`src/rtl/opendap_swd_link_ctrl.sv`:
```
// SWD link-layer state controller: dormant/lockout/reset/active/deselected sequencing,
// response gating, abort and error counting. Multidrop via OPENDAP_SWD_MULTIDROP_EN.
//
// state      | meaning
// DORMANT    | link asleep, engine disabled, only exit_dormant honoured
// LOCKOUT    | awake but not synchronised; waits for line reset
// RESET      | line reset seen; only a DPIDR read may be answered
// ACTIVE     | link up, all packets answered
// DESELECTED | multidrop target not selected; never answers
module opendap_swd_link_ctrl #(
  parameter int W_ERRCNT = 4
) (
  input  logic                swclk,
  input  logic                rst_n,
  input  logic                exit_dormant,
  input  logic                enter_dormant,
  input  logic                line_reset,
  input  logic                pkt_hdr_valid,
  input  logic                pkt_hdr_dpidr_rd,
  input  logic                pkt_done,
  input  logic                pkt_err,
  input  logic                targetsel_wr,
  input  logic                targetsel_match,
  input  logic                clr_err,
  output logic [2:0]          link_state,
  output logic                engine_en,
  output logic                resp_en,
  output logic                engine_abort,
  output logic [W_ERRCNT-1:0] err_cnt
);

  typedef enum logic [2:0] {
    ST_DORMANT    = 3'd0,
    ST_LOCKOUT    = 3'd1,
    ST_RESET      = 3'd2,
    ST_ACTIVE     = 3'd3,
    ST_DESELECTED = 3'd4
  } state_t;

  localparam logic [W_ERRCNT-1:0] ERR_MAX = '1;

  state_t state, state_nxt;
  logic   busy, hdr_dpidr;
  logic   live, pkt_ok, deselect, resp_grant;
  logic   ev_enter, ev_lr, ev_exit, ev_err, ev_done, ev_hdr, pkt_end;

  // Only one event is acted on per cycle; lower-priority inputs are masked.
  assign live     = (state != ST_DORMANT) && (state <= ST_DESELECTED);
  assign ev_enter = live & enter_dormant;
  assign ev_lr    = live & line_reset & ~enter_dormant;
  assign ev_exit  = (state == ST_DORMANT) & exit_dormant & ~enter_dormant;
  assign pkt_ok   = live & ~enter_dormant & ~line_reset;
  assign ev_err   = pkt_ok & pkt_err;
  assign ev_done  = pkt_ok & ~pkt_err & pkt_done & busy;
  assign ev_hdr   = pkt_ok & ~pkt_err & ~(pkt_done & busy) & pkt_hdr_valid;
  assign pkt_end  = ev_enter | ev_lr | ev_err | ev_done;

  assign resp_grant = (state == ST_ACTIVE) | ((state == ST_RESET) & pkt_hdr_dpidr_rd);

`ifdef OPENDAP_SWD_MULTIDROP_EN
  assign deselect = targetsel_wr & ~targetsel_match;
`else
  logic unused_tsel;
  assign unused_tsel = targetsel_wr ^ targetsel_match;
  assign deselect    = 1'b0;
`endif

  always_comb begin
    state_nxt = state;
    if (!live && state != ST_DORMANT) begin
      state_nxt = ST_DORMANT;
    end else if (ev_enter) begin
      state_nxt = ST_DORMANT;
    end else if (ev_lr) begin
      state_nxt = ST_RESET;
    end else if (ev_exit) begin
      state_nxt = ST_LOCKOUT;
    end else if (ev_err && (state == ST_RESET || state == ST_ACTIVE)) begin
      state_nxt = ST_LOCKOUT;
    end else if (ev_done && state == ST_RESET) begin
      if (hdr_dpidr)     state_nxt = ST_ACTIVE;
      else if (deselect) state_nxt = ST_DESELECTED;
    end
  end

  always_ff @(posedge swclk or negedge rst_n) begin
    if (!rst_n) begin
      state        <= ST_DORMANT;
      engine_en    <= 1'b0;
      engine_abort <= 1'b0;
      resp_en      <= 1'b0;
      busy         <= 1'b0;
      hdr_dpidr    <= 1'b0;
      err_cnt      <= '0;
    end else begin
      state        <= state_nxt;
      engine_en    <= (state_nxt != ST_DORMANT);
      engine_abort <= (ev_enter | ev_lr) & busy;

      if (!live || pkt_end) begin
        busy    <= 1'b0;
        resp_en <= 1'b0;
      end else if (ev_hdr) begin
        busy      <= 1'b1;
        resp_en   <= resp_grant;
        hdr_dpidr <= pkt_hdr_dpidr_rd;
      end

      if (clr_err)
        err_cnt <= '0;
      else if (ev_err && state != ST_DESELECTED && err_cnt != ERR_MAX)
        err_cnt <= err_cnt + 1'b1;
    end
  end

  assign link_state = state;

endmodule

```
`config.mk`:
```
export PLATFORM = sky130hd
export DESIGN_NAME = opendap_swd_link_ctrl
export DESIGN_NICKNAME = d
export VERILOG_FILES = /design/src/rtl/opendap_swd_link_ctrl.sv
export SDC_FILE = /design/constraint.sdc
export NUM_CORES = 1
export LEC_CHECK = 0
export BUFFER_PORTS_ARGS = -buffer_cell sky130_fd_sc_hd__buf_2
export CAP_MARGIN = 20
export CORE_UTILIZATION = 35
export CTS_CLUSTER_DIAMETER = 200
export CTS_CLUSTER_SIZE = 8
export DETAILED_ROUTE_END_ITERATION = 16
export SKIP_CTS_REPAIR_TIMING = 1
export SYNTH_ARGS = -nofsm -noshare
export SYNTH_HDL_FRONTEND = slang
export SYNTH_SLANG_ARGS = --single-unit
export TNS_END_PERCENT = 1
```
`constraint.sdc`:
```
create_clock -name swclk -period 2.7 [get_ports swclk]
set_clock_uncertainty 0.15 [all_clocks]
set_input_delay 0.54 -clock swclk [delete_from_list [all_inputs] [get_ports swclk]]
set_output_delay 0.54 -clock swclk [all_outputs]
set_load 0.005 [all_outputs]
```
# [Word level (Yosys, flattened, before mapping)]
# Index checks and enable logic that the tools add are counted.
[word_totals] ff_bits=12 latch_bits=0 ram_bits=0 romBits=0 input_bits=12 output_inout_bits=10 word_cells=66 mem_count=0
[classes] n_addsub=1 multipliers=0 div=0 order_cmp=1 eq_ne=4 n_shift=0 muxes=13 bitwise=25 reduce_logical=15
[ops] cell="$mux W3" count=7
[ops] cell="$and A1 B1 Y1" count=16
[ops] cell="$mux W4" count=2
[ops] cell="$eq A3 B2 Y1 const B" count=2
[ops] cell="$logic_and A1 B1 Y1" count=6
[ops] cell="$reduce_bool A3 Y1" count=2
[ops] cell="$not A1 Y1" count=5
[ops] cell="$add A4 B1 Y4 const B" count=1
[ops] cell="$mux W1" count=4
[ops] cell="$ne A4 B4 Y1 const B" count=1
[ops] cell="$or A1 B1 Y1" count=4
[ops] cell="$reduce_bool A2 Y1" count=2
[ops] cell="$le A3 B3 Y1 const B" count=1
[ops] cell="$logic_not A3 Y1" count=1
[ops] cell="$ne A3 B3 Y1 const B" count=1
[ops] cell="$logic_or A1 B1 Y1" count=2
[ops] cell="$reduce_and A2 Y1" count=1
[ops] cell="$logic_not A1 Y1" count=1

# [Longest topological paths before layout]
[logic_depth] ltp_word=15 mapped_depth=7

# [Worst setup path before layout]
# No wires, ideal clock.
[synth_path] path_kind="flip-flop to flip-flop" startpoint="reg state[0], in the netlist link_state[0]" endpoint="reg engine_en" setup_ns=0.131 arrival_ns=1.882 path_slack_ns=0.536 stages_incl_launch_ff=8 path_cell_list="dfrtp_1 > or2_1 > inv_1 > ha_1 > and4bb_4 > a211oi_1 > a21boi_1 > or3_1"
[synth_via] elab_chain_cells=15 word_cells_on_any_way=30
[synth_lines] element="from (decl)" line_no="42" rtl="state_t state, state_nxt;"
[synth_lines] element="from (signal assigned)" line_no="96" rtl="state <= state_nxt;"
[synth_lines] element="$le A3 B3 Y1 / $reduce_bool A3 Y1 (equally long branches)" line_no="48, 70"
[synth_lines] element="$logic_and A1 B1 Y1" line_no="48" rtl="assign live = (state != ST_DORMANT) && (state <= ST_DESELECTED);"
[synth_lines] element="$and A1 B1 Y1 (2 in a row)" line_no="52" rtl="assign pkt_ok = live & ~enter_dormant & ~line_reset;"
[synth_lines] element="$and A1 B1 Y1 (3 in a row)" line_no="54" rtl="assign ev_done = pkt_ok & ~pkt_err & pkt_done & busy;"
[synth_lines] element="$logic_and A1 B1 Y1" line_no="80" rtl="end else if (ev_done && state == ST_RESET) begin"
[synth_lines] element="$mux W3" line_no="80"
[synth_lines] element="$mux W3" line_no="78" rtl="end else if (ev_err && (state == ST_RESET || state == ST_ACTIVE)) begin"
[synth_lines] element="$mux W3" line_no="76" rtl="end else if (ev_exit) begin"
[synth_lines] element="$mux W3" line_no="74" rtl="end else if (ev_lr) begin"
[synth_lines] element="$mux W3" line_no="72" rtl="end else if (ev_enter) begin"
[synth_lines] element="$mux W3 (*)" line_no="70" rtl="if (!live && state != ST_DORMANT) begin"
[synth_lines] element="via state_nxt[0]" line_no="42"
[synth_lines] element="$reduce_bool A3 Y1 (*)" line_no="97" rtl="engine_en <= (state_nxt != ST_DORMANT);"
[synth_lines] element="to (signal assigned)" line_no="97"
[synth_lines] element="to (decl)" line_no="26" rtl="output logic engine_en,"
# Mark *: on every way through the listed nets, which the timed path passes. The rest lies on a longest branch.
# A chain may end at the register's enable or synchronous reset.

# [Worst setup path in the final report]
# Ends and elaborated chain as after synthesis.

==> summary.md <==
| Metric | Value |
|---|---|
| Max incr delay on CP | 420 ps |
| Crit path arrival time | ~2300 ps |
| ANT cells | 0 |
| Yosys top cell area share | 0.4724 |
| Clk buf depth | 2 |
| Port Buffers | 19 |
| Hold slack | 318.9 ps |
| DP HPWL | 941.8 µm |
| F_max | 428.4 MHz |
| Top post-synthesis cells by count | dfrtp_1 (12), nand3_1 (5), nor2_1 (5), ha_1 (4), nand2_1 (4) |
| FILL cells | 166 |
| Largest net degree at the start of global routing | 13 |
| 1st-pass router iterations | 3 |
| Critical Path Fanout Max | 6 |
| Clock Tree Root | clkbuf_4 |
| Leakage | 0.4091 nW |
| Slew HR | 0.7754 |
| Via Count | 526 |
| H-tree depth | 1 |
| Total power draw | 0.0005598 W |
| Fraction of registers with async set/reset | 1.000 |
| Final slew viol count | 0 |
| Via density | 4.870 |
| Initial Util | 0.3722 |
| Yosys cell types | 26 |
| Top-count cell post-synth | dfrtp_1 |
| Chip width | 44.62 µm |
| RePlAce Congestion | 0.7275 |
| Main synth FF type | dfrtp_1 |
| Vias in the first global route | 483 |
| Row count | 15 |
| Yosys reg bits | 12 |
| Slowest cell on the critical path | dfrtp_1 |
| Worst Setup Start Kind | flop |
| Final worst-path cycle share | 0.8645 |
| Final Critical Period | 2334 ps |
| Yosys top cell by area | dfrtp_1 |
| Core Area | 1708 µm² |
| Remaining global-route overflow | 0 |
| Area of the multi-input gates | 324.1 µm² |
| Area delta synth->final | 27.17% |
| Post-route cell area | between 800 and 900 µm² |
| Cells after synthesis | 59 |
| Post-synth EDFFs | 0 |
| Die ar. | 1991 µm² |
| CTS tree | yes |
| CP endpoint kind | flop |
| Layout cell share with drive strength beyond 1 | 0.3253 |
| Final cell count without fillers | 108 |
| CP Class | flop to flop |
| Avg Inst Size Synth | 10.77 µm² |
| Run status | finished clean |
| Cell area after synthesis | 635.6 µm² |
| Clock sinks | 12 |
| Die Ht | 44.62 µm |
| First-pass GRT wire length | 1.994 mm |
| CP required | 2700 ps |
| Final Hold Fails | 0 |
| Final Setup Violations | 0 |
| Slew @ Worst Pin | roughly 340 ps |
| GRT Util Overall | 0.1447 |
| Sequential fraction of the synthesis area | 0.4724 |
| # nets final | 100 |
| Worst VDD drop | 0.3024 mV |
| Syn_nets | 75 |
| Average wire per standard cell | 11.40 µm |
| Drt drc | 0 |
| Syn. warnings | 0 |
| Routed WL | 1.231 mm |
| Max Cap Violations | 0 |
| Hold Path Class | input pin to flop |
| Critical-path cell list | or2_1, inv_1, ha_1, and4bb_4, a211oi_1, a21boi_1, or3_1 |
| Latest clock arrival within the worst-skew pair | 270 ps |
| Power Density | 692.5 nW/µm² |
| FF+latch area | roughly 300 µm² |
| DRT antenna net count | 0 |
| Top post-synthesis cells by area | dfrtp_1 (47%), ha_1 (7.9%), xor2_1 (4.1%) |
| Cts bufs inserted | 3 |
| Antenna violations before repair | 0 |
| RSZ-0062 raised after global routing | no |
| Cells after DPL | 103 |
| I/O Pins | 22 |
| Placed Area | 762.0 µm² |
| Post-Route Setup TNS | 0 ps |
| 1st-iter DRT viols | 7 |
| CTS clk-pin slew, worst paths | roughly 70 ps |
==> sequential cells by signal, indices dropped and copies added (netlist names) <==
register,count
engine_abort,1
link_state,3
engine_en,1
hdr_dpidr,1
err_cnt,4
resp_en,1
busy,1
==> final cells by class <==
cell class,count,area share
multi-input combinational,44,0.4009
sequential,12,0.3715
timing repair buffer,20,0.1300
clock buffer,4,0.04489
tap,25,0.03870
inverter,3,0.01393
==> cell usage in the layout, fill, tap and decap left out, types with 2 or more instances in the layout <==
master / count
or2_1: 2
xor2_1: 3
clkbuf_4: 3
nor2_1: 5
inv_1: 3
a21oi_1: 3
buf_2: 19
ha_1: 4
and3_1: 2
dfrtp_1: 12
nand2_1: 4
nand3_1: 5
==> stage by stage <==
stage,util,worst slack (ps)
final,0.4733,365.9
after global routing,0.4733,275.6
after CTS,0.4674,356.9
after detailed placement,0.4462,398.2
after global placement,0.4462,403.9
after floorplan,-,536.4
==> final timing paths <==
kind | from | slack, ps | depth (start not counted) | to
setup / recovery | link_state[0] | 370 | 7 | engine_en
hold / removal | clr_err | 320 | 2 | err_cnt[1]
setup reg to reg | link_state[0] | 370 | 7 | engine_en
hold reg to reg | hdr_dpidr | 340 | 1 | hdr_dpidr
max in group asynchronous | rst_n | 1670 | 2 | err_cnt[3]
min in group asynchronous | rst_n | 520 | 2 | resp_en
==> power by group <==
group / internal [W] / switching (W) / leakage (nW)
logic: 0.0000917 / 0.0000928 / 0.226
registers: 0.000212 / 0.0000216 / 0.162
clock network: 0.0000820 / 0.0000599 / 0.0210
==> cells by family after synthesis <==
kind of cell / after synthesis / share of synthesized area
buf+inv: 3 / 0.01772
simple gates: 27 / 0.2658
mux: 1 / 0.01772
fa+ha+maj: 4 / 0.07874
compound gates: 9 / 0.1063
flops: 12 / 0.4724
xor+xnor: 3 / 0.04135
==> metal layers <==
metal,part of all wire,GRT usage,vias up
li1,-,-,258
met1,0.40,0.1461,250
met2,0.51,0.2529,16
met3,0.076,0.07347,2
met4,0.0097,0.05455,0
met5,0,0,-
==> critical path: cells and delay by family, from the launching register on <==
family / cells / cell delay (ps)
flops: 1 / 420
fa+ha+maj: 1 / 300
simple gates: 3 / 920
compound gates: 2 / 340
buf+inv: 1 / 90
Note: power is estimated with default switching activity, not from simulation.
